$ cat config.mk
export PLATFORM = sky130hd
export DESIGN_NAME = hazard_sequencer
export DESIGN_NICKNAME = d
export VERILOG_FILES = /design/src/rtl/hazard_sequencer_pkg.sv /design/src/rtl/sat_counter.sv /design/src/rtl/hazard_sequencer.sv
export SDC_FILE = /design/constraint.sdc
export NUM_CORES = 1
export LEC_CHECK = 0
export ABC_AREA = 1
export BUFFER_PORTS_ARGS = -buffer_cell sky130_fd_sc_hd__buf_2
export CAP_MARGIN = 40
export CORE_ASPECT_RATIO = 1.75
export CORE_MARGIN = 4
export CORE_UTILIZATION = 50
export CTS_CLUSTER_DIAMETER = 30
export DETAILED_ROUTE_END_ITERATION = 7
export HOLD_SLACK_MARGIN = 0.02
export PLACE_DENSITY = 0.76
export SETUP_SLACK_MARGIN = 0.1
export SLEW_MARGIN = 20
export SYNTH_ARGS = -nofsm -noshare
export SYNTH_HDL_FRONTEND = slang
export SYNTH_SLANG_ARGS = --single-unit
$ cat constraint.sdc
create_clock -name CPU_CLK -period 4.2 [get_ports CPU_CLK]
set_input_delay 0.21 -clock CPU_CLK [delete_from_list [all_inputs] [get_ports CPU_CLK]]
set_output_delay 0.21 -clock CPU_CLK [all_outputs]
set_load 0.01 [all_outputs]
$ cat src/rtl/hazard_sequencer_pkg.sv
// rtl/hazard_sequencer_pkg.sv - encodings and operand-forwarding helpers shared by the hazard sequencer
package hazard_sequencer_pkg;

  typedef enum logic [1:0] {
    HS_IDLE = 2'd0,
    HS_WAIT = 2'd1,
    HS_ERR  = 2'd2
  } hs_state_e;

  localparam logic [1:0] FWD_RF = 2'b00;
  localparam logic [1:0] FWD_W  = 2'b01;
  localparam logic [1:0] FWD_M  = 2'b10;

  localparam logic [2:0] NOREGWRITE = 3'd0;
  localparam logic [4:0] REG_ZERO   = 5'd0;

  // x0 is hardwired, so a write to it never produces a value worth forwarding.
  function automatic logic writes_reg(input logic [2:0] mode, input logic [4:0] rd);
    return (mode != NOREGWRITE) && (rd != REG_ZERO);
  endfunction

  function automatic logic [1:0] fwd_select(
    input logic       used,
    input logic [4:0] rs,
    input logic [4:0] rd_m,
    input logic [2:0] wr_m,
    input logic [4:0] rd_w,
    input logic [2:0] wr_w
  );
    logic [1:0] sel;
    sel = FWD_RF;
    if (used && writes_reg(wr_m, rd_m) && (rd_m == rs)) begin
      sel = FWD_M;
    end else if (used && writes_reg(wr_w, rd_w) && (rd_w == rs)) begin
      sel = FWD_W;
    end
    return sel;
  endfunction

endpackage

$ cat src/rtl/sat_counter.sv
// rtl/sat_counter.sv - saturating up-counter with synchronous clear
module sat_counter #(
  parameter int W = 32
) (
  input  logic         clk,
  input  logic         rst_n,
  input  logic         inc,
  input  logic         clr,
  output logic [W-1:0] count
);

  localparam logic [W-1:0] CNT_MAX = '1;
  localparam logic [W-1:0] CNT_ONE = {{(W-1){1'b0}}, 1'b1};

  logic [W-1:0] count_q;
  logic [W-1:0] count_d;

  always_comb begin
    count_d = count_q;
    if (clr) begin
      count_d = '0;
    end else if (inc && (count_q != CNT_MAX)) begin
      count_d = count_q + CNT_ONE;
    end
  end

  always_ff @(posedge clk or negedge rst_n) begin
    if (!rst_n) begin
      count_q <= '0;
    end else begin
      count_q <= count_d;
    end
  end

  assign count = count_q;

endmodule

$ cat src/rtl/hazard_sequencer.sv
// rtl/hazard_sequencer.sv - stall/flush/forward control and data-memory wait sequencing for the 5-stage core
module hazard_sequencer
  import hazard_sequencer_pkg::*;
#(
  parameter int TIMEOUT_W = 8,
  parameter int CNT_W     = 32
) (
  input  logic             CPU_CLK,
  input  logic             CPU_RST_N,
  input  logic [4:0]       Rs1D,
  input  logic [4:0]       Rs2D,
  input  logic [1:0]       RegReadD,
  input  logic [4:0]       Rs1E,
  input  logic [4:0]       Rs2E,
  input  logic [1:0]       RegReadE,
  input  logic [4:0]       RdE,
  input  logic [4:0]       RdM,
  input  logic [4:0]       RdW,
  input  logic [2:0]       RegWriteE,
  input  logic [2:0]       RegWriteM,
  input  logic [2:0]       RegWriteW,
  input  logic             MemToRegE,
  input  logic             BranchE,
  input  logic             JalrE,
  input  logic             JalD,
  input  logic             MemReqM,
  input  logic             DMemReady,
  output logic             StallF,
  output logic             StallD,
  output logic             StallE,
  output logic             StallM,
  output logic             StallW,
  output logic             FlushF,
  output logic             FlushD,
  output logic             FlushE,
  output logic             FlushM,
  output logic             FlushW,
  output logic [1:0]       Forward1E,
  output logic [1:0]       Forward2E,
  output logic             MemErr,
  output logic [CNT_W-1:0] StallCycles,
  output logic [CNT_W-1:0] FlushEvents
);

  localparam logic [TIMEOUT_W-1:0] WAIT_MAX = '1;
  localparam logic [TIMEOUT_W-1:0] WAIT_ONE = {{(TIMEOUT_W-1){1'b0}}, 1'b1};

  hs_state_e            state_q;
  hs_state_e            state_d;
  logic [TIMEOUT_W-1:0] wait_cnt_q;
  logic [TIMEOUT_W-1:0] wait_cnt_d;
  logic                 mem_err_q;
  logic                 mem_err_d;

  logic mem_stall;
  logic redirect;
  logic load_use;
  logic stall_any;
  logic flush_event;

  always_comb begin
    mem_stall = ((state_q == HS_IDLE) && MemReqM && !DMemReady) ||
                ((state_q == HS_WAIT) && !DMemReady) ||
                (state_q == HS_ERR);
    redirect  = BranchE || JalrE;
    load_use  = MemToRegE && writes_reg(RegWriteE, RdE) &&
                (((RdE == Rs1D) && RegReadD[1]) || ((RdE == Rs2D) && RegReadD[0]));
  end

  // The counter lands on all-ones on the same edge that enters ERR, so it never wraps.
  always_comb begin
    state_d    = state_q;
    wait_cnt_d = wait_cnt_q;
    mem_err_d  = mem_err_q;
    unique case (state_q)
      HS_IDLE: begin
        if (MemReqM && !DMemReady) begin
          state_d    = HS_WAIT;
          wait_cnt_d = '0;
        end
      end
      HS_WAIT: begin
        if (DMemReady) begin
          state_d = HS_IDLE;
        end else begin
          wait_cnt_d = wait_cnt_q + WAIT_ONE;
          if (wait_cnt_d == WAIT_MAX) begin
            state_d = HS_ERR;
          end
        end
      end
      HS_ERR: begin
        state_d = HS_ERR;
      end
      default: begin
        state_d = HS_IDLE;
      end
    endcase
    if (state_d == HS_ERR) begin
      mem_err_d = 1'b1;
    end
  end

  always_ff @(posedge CPU_CLK or negedge CPU_RST_N) begin
    if (!CPU_RST_N) begin
      state_q    <= HS_IDLE;
      wait_cnt_q <= '0;
      mem_err_q  <= 1'b0;
    end else begin
      state_q    <= state_d;
      wait_cnt_q <= wait_cnt_d;
      mem_err_q  <= mem_err_d;
    end
  end

  // Priority: memory stall > redirect > load-use > JAL; reset forces bubbles everywhere.
  always_comb begin
    {StallF, StallD, StallE, StallM, StallW} = 5'b00000;
    {FlushF, FlushD, FlushE, FlushM, FlushW} = 5'b00000;
    Forward1E = FWD_RF;
    Forward2E = FWD_RF;
    if (!CPU_RST_N) begin
      {FlushF, FlushD, FlushE, FlushM, FlushW} = 5'b11111;
    end else begin
      Forward1E = fwd_select(RegReadE[1], Rs1E, RdM, RegWriteM, RdW, RegWriteW);
      Forward2E = fwd_select(RegReadE[0], Rs2E, RdM, RegWriteM, RdW, RegWriteW);
      if (mem_stall) begin
        {StallF, StallD, StallE, StallM} = 4'b1111;
        FlushW = 1'b1;
      end else if (redirect) begin
        FlushD = 1'b1;
        FlushE = 1'b1;
      end else if (load_use) begin
        StallF = 1'b1;
        StallD = 1'b1;
        FlushE = 1'b1;
      end else if (JalD) begin
        FlushD = 1'b1;
      end
    end
  end

  always_comb begin
    stall_any   = StallF || StallD || StallE || StallM || StallW;
    flush_event = CPU_RST_N && !mem_stall && (redirect || (JalD && !load_use));
  end

  assign MemErr = mem_err_q;

  sat_counter #(.W(CNT_W)) u_stall_cnt (
    .clk   (CPU_CLK),
    .rst_n (CPU_RST_N),
    .inc   (stall_any),
    .clr   (1'b0),
    .count (StallCycles)
  );

  sat_counter #(.W(CNT_W)) u_flush_cnt (
    .clk   (CPU_CLK),
    .rst_n (CPU_RST_N),
    .inc   (flush_event),
    .clr   (1'b0),
    .count (FlushEvents)
  );

endmodule

* Word level (Yosys, flattened, before mapping) *
Index checks and enable logic that the tools add are counted.

operators by class
  add/sub/neg operators = 3
  eq/ne operators = 14
  muxes and demuxes = 29
  reductions and logical operators = 43

operators by type and width
  operator                                                                  count
  32-bit by 1-bit adder with 32-bit output (second input constant)          2
  32-bit inequality test (second input constant)                            2
  5-bit == test                                                             6
  1-bit logical AND                                                         24
  1-bit two-way mux                                                         18
  8-bit two-way mux                                                         2
  8-bit one-hot mux with 2 select lines                                     1
  5-bit nonzero test                                                        3
  2-bit two-way mux                                                         7
  3-bit nonzero test                                                        3
  8-bit by 1-bit adder with 8-bit output (second input constant)            1
  8-bit == test (second input constant)                                     1
  1-bit logical OR                                                          7
  2-bit one-hot mux with 3 select lines                                     1
  2-bit == test (second input constant)                                     2
  1-bit zero test                                                           3
  3-bit AND reduction                                                       1
  2-bit by 1-bit == test with 1-bit output (second input constant)          1
  2-bit zero test                                                           1
  2-bit by 1-bit inequality test with 1-bit output (second input constant)  1
  2-bit inequality test (second input constant)                             1
  2-bit nonzero test                                                        1

storage, ports and cells
  bits in registers = 75
  word-level logic and storage cells = 94

* Logic depth before layout (Yosys ltp) *
  depth in word-level cells = 11
  gate-level depth with buffers = 13
  gate-level depth less buffers = 12

* Modules after synthesis *
A second synthesis with hierarchy kept.

unflattened totals
  cell total of the unflattened synthesis = 922
  area, all modules = 5814.3 um^2

by module, submodules not included
  module            instances  cells an instance  area an instance (um^2)
  sat_counter       2          345                2243.4
  hazard_sequencer  1          232                1327.5

* Least setup slack after synthesis *
No wires, ideal clock.

  kind = reg2reg
  start point = register u_flush_cnt.count_q[0] (netlist: u_flush_cnt.count[0])
  end point = register u_flush_cnt.count_q[2] (netlist: u_flush_cnt.count[2])
  setup time = 0.117 ns
  arrival = 1.699 ns
  data required time = 4.083 ns
  setup slack = 2.383 ns
  cell stages (with the launch flop) = 10
  buffers on the path = 1
  period minus slack after synthesis = 1.817 ns
  cells stage by stage = dfrtp_1 ha_1 nand3_2 nor2_2 nand3b_1 nor3_2 nand3_2 buf_2 nand4_1 nand2_1

on the way
  longest elaborated chain between the ends = 2
  elaborated cells on any way between the ends = 3

ends and longest elaborated chain
  item                                                                                              line               source
  from (decl)                                                                                       sat_counter.sv:15  logic [W-1:0] count_q;
  from (signal assigned)                                                                            sat_counter.sv:31  count_q <= count_d;
  parallel branches: the longest is 2 deep, another holds 32-bit by 1-bit adder with 32-bit output  -

Several ways; the timed one is not identified.
A chain may end at the register's enable or synchronous reset.

* Final worst setup path *
  start point = input CPU_RST_N
  end point = output Forward1E[0]

on the way
  longest elaborated chain between the ends = 1

ends and longest elaborated chain
  item               line                     source
  from (decl)        hazard_sequencer.sv:9    input logic CPU_RST_N,
  2-bit two-way mux  hazard_sequencer.sv:122  if (!CPU_RST_N) begin
  to (decl)          hazard_sequencer.sv:38   output logic [1:0] Forward1E,

No other way between the ends.

==> impl_metrics.json <==
{
  "status": "complete, no violations",
  "fp-row-count": 50,
  "drt_wl_total_um": 16400,
  "yosysTopAreaCell": "dfrtp_1",
  "rr_endpoint": "u_flush_cnt.count[8]",
  "numCtsBuffers": 9,
  "powerDensity_nw_per_um2": 312,
  "ys_types": 34,
  "diodes": 0,
  "grt_overflow": 0,
  "reg2reg_slack_ns": 1.75,
  "drv_cap": 0,
  "setup_viol": 0,
  "synth_edf_count": 0,
  "finalClockSkew_ns": 0.00760,
  "placed_cell_area_um2": 6230,
  "syn_nets": 888,
  "cp.depth": 8,
  "p_total_uw": 2040,
  "max_freq_mhz": 372,
  "grt_pass1_wl_um": 26800,
  "seq_area_um2": 1880,
  "cts_resized": 0,
  "max_stage_delay_ns": 0.64,
  "first_iter_violations": 198,
  "netlist_instances": 828,
  "dpl.hpwl_um": 12500,
  "syn_area_um2": 5500,
  "num_io_pins": 135,
  "fin_crit_sh": 0.641,
  "ys.flop_type": "dfrtp_1",
  "clkLatencyLatePin_ns": 0.34,
  "rsz0062_at_grt": "false",
  "nFillCells": 1069,
  "cp_data_arrival_time_ns": 2.48,
  "timing.final.max_slew_violations": 0,
  "yosys_warnings": 0,
  "min_path_type": "in -> reg",
  "grt_use_total": 0.260,
  "gp_congestion": 0.986,
  "ir_drop_mv": 0.246,
  "tns_ns": 0,
  "fin_cells": 1088,
  "ys_seq_elements": 75,
  "critPathKind": "in -> out",
  "routedWlPerCell_um": 15.0,
  "synthArstFlopShare": 1.00,
  "fin_crit_ns": 2.69,
  "drt-vias-per-instance": 5.46,
  "clkSinkCount": 75,
  "via_count": 5937,
  "die_w_um": 87.3,
  "hold_viol": 0,
  "reg2reg_depth": 10,
  "crit_path_frequent_cell": "buf_4",
  "route.detailed.drc": 0,
  "h-tree-depth": 3,
  "hold_path_depth": 3,
  "drive_gt1_frac": 0.176,
  "hp-start": "MemReqM",
  "root_buffer": "clkbuf_16",
  "antenna_found_initial": 0,
  "design_area_um2": 6560,
  "cp_cell_sequence": "dlygate4sd3_1 > buf_4 > buf_4 > nand2_1 > a211oi_1 > nand4_1 > nor2_1 > buf_2",
  "ant_nets": 0,
  "synth_area_leaders": "dfrtp_1 34%, nand2_1 22%, nand3_1 5.9%",
  "cts_setup_buffers": 0,
  "startpoint_type": "input pin",
  "portBuffers": 133,
  "grt_pass1_vias": 5773,
  "cp_slowest_cell": "buf_4",
  "initial_core_util": 0.511,
  "cts.hold.buffers_added": 1,
  "area_delta_synth_final_pct": 19.3,
  "core_um2": 10800,
  "critPathCaptureType": "output pin",
  "synth_top_area_share": 0.341,
  "dieArea_um2": 12800,
  "worst_pin_slew_ns": 0.737,
  "dp.cells": 1071,
  "maxSlewHeadroom": 0.505,
  "tritoncts": "yes",
  "required_ns": 3.99,
  "synth_seq_area_share": 0.341,
  "p_leak_uw": 0.00351,
  "clk_pin_slew_ns": 0.06,
  "multi_input_area_um2": 3210,
  "crit_family": "buffers and inverters",
  "firstDrtPassIters": 5,
  "nets": 1013,
  "r2r_start": "state_q[0]",
  "clockBufferDepth": 2,
  "holdPathEnd": "state_q[0]",
  "cp_max_fo": 52,
  "die_height_um": 147,
  "postSynthAreaPerCell_um2": 6.64,
  "grt_max_degree": 53,
  "cp_num_buf_inv": 4
}
## synthesized netlist by cell type (2+ instances only)
library cell	count
nand2_2	2
o22ai_1	9
a31oi_1	2
a21oi_1	4
o31ai_1	3
nand3_1	65
nor4_1	3
a211oi_1	2
nor3_1	25
xnor2_1	24
o21ai_0	4
nand3b_1	10
dfrtp_1	75
nor2_1	84
ha_1	4
nand4_1	47
buf_2	8
xor2_1	34
clkbuf_1	8
inv_1	71
nand3_2	3
nand2_1	317
buf_4	10
nor2_2	4
## power breakdown
part	total, uW	switching, uW	internal (uW)	leakage (uW)
registers	844	73.6	771	0.00103
clock network	835	314	522	0.000153
logic	364	228	136	0.00233
total	2040	616	1430	0.00351
## stage by stage
stage | hold WS (ns) | worst slack [ns] | utilization
2_1_floorplan | -0.0856 | 2.38 | -
3_3_place_gp | 0.160 | 1.89 | 0.579
3_5_place_dp | 0.159 | 1.76 | 0.579
4_1_cts | 0.169 | 1.44 | 0.609
5_1_grt | 0.211 | 1.16 | 0.609
6_report | 0.184 | 1.51 | 0.609
## cell type report
type,instances,area share
clock inverters,6,0.0137
multi-input cells,656,0.489
flip-flops and latches,75,0.286
repair buffers,140,0.110
inverters,71,0.0406
clock buffers,10,0.0349
well taps,130,0.0248
## worst min-delay path, stage by stage
cell and delay [ns]:
buf_2 0.09, nand2_1 0.07, o22ai_1 0.09
## layer usage
metal | up-vias | global-route usage | wire length (um)
met5 | - | 0 | 0
li1 | 2920 | - | -
met2 | 185 | 0.479 | 8930
met4 | 0 | 0.153 | 887
met1 | 2772 | 0.266 | 5770
met3 | 60 | 0.0398 | 779
## cell families after synthesis
kind of cell	after synthesis	share of synthesized area
buf+inv	97	0.0749
simple gates	566	0.450
compound gates	27	0.0314
flops	75	0.341
xor+xnor	58	0.0924
other cells	1	0.000682
fa+ha+maj	4	0.00910
## layout by cell type (no fill, tap or decap), types with 2 or more instances in the layout
| cell type | synthesis | final |
|---|---|---|
| xor2_1 | 34 | 34 |
| nand3_2 | 3 | 3 |
| nand3b_1 | 10 | 10 |
| a211oi_1 | 2 | 2 |
| o31ai_1 | 3 | 3 |
| nand4_1 | 47 | 47 |
| nor2_2 | 4 | 4 |
| bufinv_16 | 0 | 2 |
| o21ai_0 | 4 | 4 |
| nor4_1 | 3 | 3 |
| nor3_1 | 25 | 25 |
| nand3_1 | 65 | 65 |
| a31oi_1 | 2 | 2 |
| nor2_1 | 84 | 84 |
| clkinv_4 | 0 | 2 |
| clkbuf_16 | 0 | 9 |
| dfrtp_1 | 75 | 75 |
| a21oi_1 | 4 | 4 |
| inv_1 | 71 | 71 |
| buf_2 | 8 | 132 |
| nand2_2 | 2 | 2 |
| xnor2_1 | 24 | 24 |
| buf_4 | 10 | 7 |
| o22ai_1 | 9 | 9 |
| nand2_1 | 317 | 317 |
| ha_1 | 4 | 4 |
## registers in the layout, summed over array words and instances, names as in the netlist
name	count
state_q	2
u_stall_cnt.count	32
u_flush_cnt.count	32
wait_cnt_q	8
MemErr	1
## how the worst max path moves through the flow
stage                         start                    end  slack (ns)
4_1_cts                   CPU_RST_N           Forward1E[0]        1.44
3_3_place_gp             state_q[0]  u_flush_cnt.count[25]        1.89
3_5_place_dp             state_q[0]   u_flush_cnt.count[8]        1.76
6_report                  CPU_RST_N           Forward1E[0]        1.51
2_1_floorplan  u_flush_cnt.count[0]   u_flush_cnt.count[2]        2.38
5_1_grt                   CPU_RST_N           Forward1E[0]        1.16
Power figures use the tool's default switching activity.
